`src/rtl/fetch_queue_if.sv`:
```
// Fetch-queue bus bundle: ROM read port on one side, instruction handshake to the core on the other.
// master is the fetch_queue side; slave is the ROM/core environment side.
interface fetch_queue_if #(
    parameter int PC_W = 10
);
    logic            rom_en;
    logic [PC_W-3:0] rom_addr;
    logic [31:0]     rom_data;
    logic            redirect;
    logic [PC_W-1:0] redirect_pc;
    logic            instr_valid;
    logic            instr_ready;
    logic [31:0]     instr;
    logic [PC_W-1:0] instr_pc;
    logic            halted;

    modport master (
        output rom_en, rom_addr, instr_valid, instr, instr_pc, halted,
        input  rom_data, redirect, redirect_pc, instr_ready
    );

    modport slave (
        input  rom_en, rom_addr, instr_valid, instr, instr_pc, halted,
        output rom_data, redirect, redirect_pc, instr_ready
    );
endinterface

```
`src/rtl/fetch_queue.sv`:
```
// Instruction fetch queue: prefetches from a 1-cycle-latency ROM into a small FIFO,
// handles taken-branch redirects and stops permanently after consuming the halt opcode.
module fetch_queue #(
    parameter int DEPTH = 2,   // 2 or 4
    parameter int PC_W  = 10
) (
    input  logic            clk,
    input  logic            rst_n,
    fetch_queue_if.master   bus
);
    localparam int                 PTR_W   = $clog2(DEPTH);
    localparam logic [PTR_W+1:0]   DEPTH_L = (PTR_W+2)'(DEPTH);
    localparam logic [6:0]         HALT_OP = 7'h7f;

    typedef enum logic {RUN, HALT} state_t;

    state_t            state, state_next;
    logic              armed;
    logic [PC_W-1:0]   fetch_pc;
    logic              inflight;
    logic [PC_W-1:0]   inflight_pc;

    logic [31:0]       q_instr [DEPTH];
    logic [PC_W-1:0]   q_pc    [DEPTH];
    logic [PTR_W-1:0]  rd_ptr, wr_ptr;
    logic [PTR_W:0]    count;

    logic              valid;
    logic              handshake;
    logic              halting;
    logic              flush;
    logic              fetch_go;
    logic              write_en;
    logic [PTR_W+1:0]  demand;

    // NOTE: every signal driven here gets a default first, so no path leaves a latch behind.
    always_comb begin
        state_next = state;
        valid      = 1'b0;
        handshake  = 1'b0;
        halting    = 1'b0;
        flush      = 1'b0;
        fetch_go   = 1'b0;
        write_en   = 1'b0;
        demand     = '0;
        case (state)
            RUN: begin
                valid     = (count != '0);
                handshake = valid && bus.instr_ready;
                halting   = handshake && (q_instr[rd_ptr][6:0] == HALT_OP);
                flush     = bus.redirect && !halting;
                // Slots already promised: what stays queued plus the response on its way.
                demand    = {1'b0, count} + (PTR_W+2)'(inflight) - (PTR_W+2)'(handshake);
                fetch_go  = armed && !bus.redirect && !halting && (demand < DEPTH_L);
                write_en  = inflight && !bus.redirect && !halting;
                if (halting) state_next = HALT;
            end
            HALT: begin
                state_next = HALT;
            end
            default: state_next = RUN;
        endcase
    end

    assign bus.rom_en      = fetch_go;
    assign bus.rom_addr    = fetch_pc[PC_W-1:2];
    assign bus.instr_valid = valid;
    assign bus.instr       = q_instr[rd_ptr];
    assign bus.instr_pc    = q_pc[rd_ptr];
    assign bus.halted      = (state == HALT);

    // NOTE: sequential state uses non-blocking assignments so every flop samples pre-edge values.
    always_ff @(posedge clk or negedge rst_n) begin
        if (!rst_n) begin
            state       <= RUN;
            armed       <= 1'b0;
            fetch_pc    <= '0;
            inflight    <= 1'b0;
            inflight_pc <= '0;
            rd_ptr      <= '0;
            wr_ptr      <= '0;
            count       <= '0;
        end else begin
            state <= state_next;
            armed <= 1'b1;
            if (state_next == HALT) begin
                inflight <= 1'b0;
                rd_ptr   <= '0;
                wr_ptr   <= '0;
                count    <= '0;
            end else if (flush) begin
                inflight <= 1'b0;
                rd_ptr   <= '0;
                wr_ptr   <= '0;
                count    <= '0;
                fetch_pc <= bus.redirect_pc & ~PC_W'(3);
            end else begin
                inflight <= fetch_go;
                if (fetch_go) begin
                    inflight_pc <= fetch_pc;
                    fetch_pc    <= fetch_pc + PC_W'(4);
                end
                if (handshake) rd_ptr <= rd_ptr + PTR_W'(1);
                if (write_en)  wr_ptr <= wr_ptr + PTR_W'(1);
                count <= count + (PTR_W+1)'(write_en) - (PTR_W+1)'(handshake);
            end
        end
    end

    // NOTE: queue storage has no reset; count gates every read, so stale contents are never seen.
    always_ff @(posedge clk) begin
        if (write_en) begin
            q_instr[wr_ptr] <= bus.rom_data;
            q_pc[wr_ptr]    <= inflight_pc;
        end
    end
endmodule

```
`src/flat_wrapper.sv`:
```
// flat-port wrapper written by rule: the top's interface ports become plain ports
module fetch_queue_flat 
#(
    parameter int DEPTH = 2,            
    parameter int PC_W  = 10
)
  (clk, rst_n, bus_rom_en, bus_rom_addr, bus_instr_valid, bus_instr, bus_instr_pc, bus_halted, bus_rom_data, bus_redirect, bus_redirect_pc, bus_instr_ready);
  fetch_queue_if #(.PC_W(PC_W)) bus_i ();
  input  logic clk;
  input  logic rst_n;
  output wire logic [$bits(bus_i.rom_en)-1:0] bus_rom_en;
  output wire logic [$bits(bus_i.rom_addr)-1:0] bus_rom_addr;
  output wire logic [$bits(bus_i.instr_valid)-1:0] bus_instr_valid;
  output wire logic [$bits(bus_i.instr)-1:0] bus_instr;
  output wire logic [$bits(bus_i.instr_pc)-1:0] bus_instr_pc;
  output wire logic [$bits(bus_i.halted)-1:0] bus_halted;
  input wire logic [$bits(bus_i.rom_data)-1:0] bus_rom_data;
  input wire logic [$bits(bus_i.redirect)-1:0] bus_redirect;
  input wire logic [$bits(bus_i.redirect_pc)-1:0] bus_redirect_pc;
  input wire logic [$bits(bus_i.instr_ready)-1:0] bus_instr_ready;
  assign bus_rom_en = bus_i.rom_en;
  assign bus_rom_addr = bus_i.rom_addr;
  assign bus_instr_valid = bus_i.instr_valid;
  assign bus_instr = bus_i.instr;
  assign bus_instr_pc = bus_i.instr_pc;
  assign bus_halted = bus_i.halted;
  assign bus_i.rom_data = bus_rom_data;
  assign bus_i.redirect = bus_redirect;
  assign bus_i.redirect_pc = bus_redirect_pc;
  assign bus_i.instr_ready = bus_instr_ready;
  fetch_queue #(.DEPTH(DEPTH), .PC_W(PC_W)) u_core (.clk(clk), .rst_n(rst_n), .bus(bus_i));
endmodule
```
`config.mk`:
```
export PLATFORM = sky130hd
export DESIGN_NAME = fetch_queue_flat
export DESIGN_NICKNAME = d
export VERILOG_FILES = /design/src/rtl/fetch_queue_if.sv /design/src/rtl/fetch_queue.sv /design/src/flat_wrapper.sv
export SDC_FILE = /design/constraint.sdc
export NUM_CORES = 1
export LEC_CHECK = 0
export CORE_AREA = 5 5 98 100
export DETAILED_ROUTE_END_ITERATION = 8
export DIE_AREA = 0 0 103 105
export HOLD_SLACK_MARGIN = 0.1
export PLACE_DENSITY = 0.79
export SLEW_MARGIN = 20
export SYNTH_ARGS = -nofsm -noshare
export SYNTH_HDL_FRONTEND = slang
export SYNTH_SLANG_ARGS = --single-unit
```
`constraint.sdc`:
```
create_clock -name clk -period 10.9 [get_ports clk]
set_clock_uncertainty 0.2 [all_clocks]
set_input_delay 1.09 -clock clk [delete_from_list [all_inputs] [get_ports clk]]
set_output_delay 1.09 -clock clk [all_outputs]
set_load 0.005 [all_outputs]
```
# Yosys cells after proc, flatten, opt, wreduce, memory -nomap -nowiden
# Memories as Yosys holds them, arrays and structs flattened.
# Index checks and enable logic that the tools add are counted.
[op_classes] mux=21 n_eq_ne=1 magnitude_cmp=1 n_bitwise=3 n_reduce_logical=16 mul=0 div=0 n_shift=0 n_addsub=7
[ops] operator="two-way mux 10 bit" n=2
[ops] operator="two-way mux 1 bit" n=16
[ops] operator="adder 10 x 3 -> 10 bit (second input constant)" n=1
[ops] operator="logical AND 1 bit" n=8
[ops] operator="equality test 7 bit (second input constant)" n=1
[ops] operator="nonzero test 3 bit" n=2
[ops] operator="two-way mux 2 bit" n=2
[ops] operator="nonzero test 2 bit" n=2
[ops] operator="adder 2 x 1 -> 3 bit" n=1
[ops] operator="less-than comparator 3 x 2 -> 1 bit (second input constant)" n=1
[ops] operator="inverter 1 bit" n=3
[ops] operator="AND reduction 3 bit" n=1
[ops] operator="subtractor 3 x 1 -> 3 bit" n=1
[ops] operator="adder 1 bit (second input constant)" n=2
[ops] operator="adder 2 x 1 -> 2 bit" n=1
[ops] operator="logical NOT 1 bit" n=2
[ops] operator="case mux 1 bit (2 select lines)" n=1
[ops] operator="AND reduction 2 bit" n=1
[ops] operator="subtractor 2 x 1 -> 2 bit" n=1
[totals] n_memories=2 mem_bits_ro=0 inputBits=46 regBits=27 ramBits=84 word_cells=59 output_inout_bits=53 latch_bits=0
[memory_table] memory="u_core.q_instr" depth=2 word_bits=32 rd=1 rd_ports_with_merged_regs=0 write_ports=1 line="fetch_queue.sv:23" text="logic [31:0] q_instr [DEPTH];"
[memory_table] memory="u_core.q_pc" depth=2 word_bits=10 rd=1 rd_ports_with_merged_regs=0 write_ports=1 line="fetch_queue.sv:24" text="logic [PC_W-1:0] q_pc [DEPTH];"

# Longest topological paths before layout
[depth] depth_word=10 depth_mapped=12 mapped_depth_nobuf=9

# Worst setup path before layout
# OpenSTA, ideal clock, no wires.
[synth_timing] path_kind="in2reg" from="input port bus_instr_ready" to="memory u_core.q_instr[0][0], enable pin" required_ns=10.163 setup_time_ns=0.537 path_stages=7 path_slack_ns=4.537 path_buffers=2 arrival_time_ns=5.626 path_cell_list="o21a_1 nand2_2 a221oi_4 or2_1 buf_6 buf_8 nor4_1"
[synth_between] elab_chain_cells=7
[synth_lines] element="start, declared" line="flat_wrapper.sv:20" text="input wire logic [$bits(bus_i.instr_ready)-1:0] bus_instr_ready;"
[synth_lines] element="logical AND 1 bit" line="fetch_queue.sv:49" text="handshake = valid && bus.instr_ready;"
[synth_lines] element="logical AND 1 bit" line="fetch_queue.sv:50" text="halting = handshake && (q_instr[rd_ptr][6:0] == HALT_OP);"
[synth_lines] element="logical NOT 1 bit" line="fetch_queue.sv:55" text="write_en = inflight && !bus.redirect && !halting;"
[synth_lines] element="logical AND 1 bit" line="fetch_queue.sv:55"
[synth_lines] element="two-way mux 1 bit" line="fetch_queue.sv:46" text="case (state)"
[synth_lines] element="two-way mux 1 bit" line="fetch_queue.sv:112" text="if (write_en) begin"
[synth_lines] element="two-way mux 1 bit (implied by the code)" line="fetch_queue.sv:113" text="q_instr[wr_ptr] <= bus.rom_data;"
[synth_lines] element="end, declared" line="fetch_queue.sv:23"
# Every way passes these cells.

# Worst setup path in the final report
[layout_timing] from="input port bus_instr_ready" to="output port bus_rom_en"
[layout_between] elab_chain_cells=6 word_cells_on_any_way=8 classes_between="add/sub: 1; order compare: 1; mux: 1; reduce/logical: 5"
[layout_lines] element="logical AND 1 bit *" line="fetch_queue.sv:49"
[layout_lines] element="branches (longest 3 deep; another with subtractor 3 x 1 -> 3 bit)"
[layout_lines] element="logical AND 1 bit *" line="fetch_queue.sv:54" text="fetch_go = armed && !bus.redirect && !halting && (demand < DEPTH_L);"
[layout_lines] element="two-way mux 1 bit *" line="fetch_queue.sv:46"
[layout_lines] element="end, declared" line="flat_wrapper.sv:11" text="output wire logic [$bits(bus_i.rom_en)-1:0] bus_rom_en;"
# Every way passes the cells marked *.

==> impl_metrics.ini <==
[die]
floorplan.rows = 34
coreArea_um2 = 8590
die_w_um = 103
io_pins = 99
die-area_um2 = 10800
initial_utilization_pct = 49.2
fp.dieH_um = 105

[clocking]
cts_hold_buffers = 0
cts_tree = built
cts_made_buffers = 9
cts_resized = 0
cts-root-buf = clkbuf_8
post-cts-setup-buffers = 0
clock_sink_count = 103
cts_buffer_depth = 2
insertion_delay_ps = 360
cts_max_level = 3
clkTransAtPathRegs_ps = 100

[placed_design]
numPortBuffers = 94
hpwl_um = 5650
pre_cts_slack_ps = 5560
placed_area_um2 = 5250
dp.cells = 441
gp_congestion = 0.760

[critical_path]
r2r_end = u_core.count[1]
startpoint_type = input pin
r2r_start = u_core.rd_ptr
crit_fanout = 9
crit_required_ps = 9610
crit_arrival_ps = 4020
r2r_setup_slack_ps = 7220
rr_worst_depth = 8
critPathCaptureType = primary output
path_class = in -> out

[worst_hold_path]
worstHoldStart = u_core.inflight_pc[3]
hold_path_depth = 0
holdPathEnd = u_core.q_pc[0][3]
hp-class = reg -> reg

[routing]
drt_pre_antenna_iters = 4
drt-met1-wl_um = 3460
drt_iter0_markers = 105
num_vias = 2481
routed_via_density = 5.43
highest_layer = met4
wl_um = 8280
wl_per_cell_um = 18.1
routed-wl-met3_um = 598
ant_nets = 0
drc_errors = 0
wl_met2_um = 4130

[sta]
max_freq_mhz = 188
timing.slew.headroom_pct = 29.8
tightest_slew_ps = 1050
finalCritPeriodShare_pct = 48.7
tns_ps = 0
hold_violations = 0
fin_ws_ps = 5590
drv_slew = 0
setup_viol = 0
rsz0062_at_grt = no
min_period_ps = 5310

[logic_synthesis]
synth_largest_area_cell = edfxtp_1
synth_cells = 249
synthSimpleGateAreaFrac_pct = 5.86
synth_xor_area_share_pct = 1.04
async_reset_ff_share_pct = 22.3
synth-main-ff-cell = edfxtp_1
syn-mean-instance-area_um2 = 17.0
yosys-top-cells-area = edfxtp_1, dfrtp_1, mux2_2, o22a_1, ha_1
synth_mux_area_share_pct = 12.6
synth_top_family_by_area = multiplexers
yosysSeqAreaShare_pct = 70.4
yosys.cell_count.top_type = edfxtp_1
synth-compound-area-share_pct = 5.29
ys_seq_elements = 103
yosysWarnings = 0
synth_edf_count = 80
yosys.cell_types.count = 47
synth_top_cell_area_share_pct = 56.8
syn_area_um2 = 4230
synth_commonest_cells = edfxtp_1, mux2_2, dfrtp_1
synth_adder_area_share_pct = 1.66

[cells_and_area]
antenna_cells = 0
syn_to_final_growth_pct = 28.2
fin_area_um2 = 5420
final_nets = 395
layout.cells.non_filler = 457
layout-drive-gt1-share_pct = 21.5

[power]
power.clock.fraction_pct = 18.4
seqPwrFrac_pct = 49.2
ir_drop_uv = 101
switching_power_uw = 340
p_leak_nw = 1.91
pwr_density_cell_nw_per_um2 = 216
combinationalPowerShare_pct = 32.4
power.total_mw = 1.17
p_int_uw = 831
switching_share_pct = 29.0

[run_status]
status = finished clean

[global_route]
grt_pass1_vias = 2566
grt_max_degree = 46
track_usage_pct = 15.5
grt.overflow.total = 0
grt_antenna_before_repair = 0
grt_pass1_wl_um = 13000

[run]
cap_violations = 0
==> worst max-delay path by stage <==
stage	start	to	slack [ps]
6_report	bus_instr_ready	bus_rom_en	5590
5_1_grt	bus_instr_ready	bus_rom_en	5400
4_1_cts	bus_instr_ready	bus_rom_en	5550
3_5_place_dp	bus_instr_ready	bus_rom_en	5560
3_3_place_gp	bus_instr_ready	bus_rom_en	5600
2_1_floorplan	bus_instr_ready	u_core.q_instr[0][0]	4540
==> power by group through the flow <==
stage          sequential, mW  clock [mW]  combinational [mW]
6_report                0.576       0.215               0.379
5_1_grt                 0.586       0.243               0.413
3_3_place_gp            0.579           0               0.372
3_5_place_dp            0.586           0               0.383
2_1_floorplan           0.549           0               0.225
4_1_cts                 0.577       0.223               0.385
==> worst max-delay path, stage by stage <==
cell	delay, ps
clkdlybuf4s50_1	470
o21a_1	200
ha_1	250
nand2b_1	160
fa_1	380
xnor2_1	200
nand4_1	250
nor3_4	430
clkdlybuf4s50_1	590
==> routing by layer <==
metal	track usage, %	up-vias
met1	20.1	1243
met3	3.80	6
li1	-	1146
met2	25.7	86
met4	4.81	0
met5	0	-
==> registers in the layout (all words and copies together) (netlist names) <==
register            flops
u_core.q_instr         64
u_core.q_pc            16
u_core.fetch_pc         8
u_core.inflight_pc      8
u_core.count            2
u_core.armed            1
u_core.bus.halted       1
u_core.inflight         1
u_core.rd_ptr           1
u_core.wr_ptr           1
==> area by class of cell <==
type	instances	area, µm²
Timing Repair Buffer	97	958
Clock inverter	7	52.6
Inverter	8	30.0
Multi-Input combinational cell	125	1140
Sequential cell	103	2980
Tap cell	108	135
Fill cell	632	3170
Clock buffer	9	124
==> stage by stage <==
step | hold WS, ps | util [%]
floorplan | 238 | -
global placement | 246 | 61.1
detailed placement | 257 | 61.1
CTS | 278 | 63.1
global route | 301 | 63.1
finish | 280 | 63.1
==> kinds of logic after synthesis <==
family,after synthesis
xor gates and xnor gates,5
and+or+nand+nor,39
other,2
buffers and inverters,22
DFF,103
muxes,47
adders and majority gates,5
AOI/OAI and AO/OA,26
==> layout by cell type (no fill, tap or decap), types with 2 or more instances in the layout <==
cell type        instances
clkbuf_8                 9
nand3_1                  2
a2bb2oi_1                3
mux2_2                  46
xnor2_1                  4
clkdlybuf4s50_1         93
inv_1                    7
conb_1                   3
a21oi_1                  3
a31oi_1                  2
clkinv_1                 2
nand2_1                  4
and3_1                   2
a211oi_1                 2
nor2_1                   3
ha_1                     4
edfxtp_1                80
inv_6                    4
buf_4                    3
dfrtp_1                 22
a32oi_1                  2
nor4_2                   2
nand4_1                  2
nor3_1                  10
o22a_1                   8
nor3b_1                  2
Power figures use the tool's default switching activity.
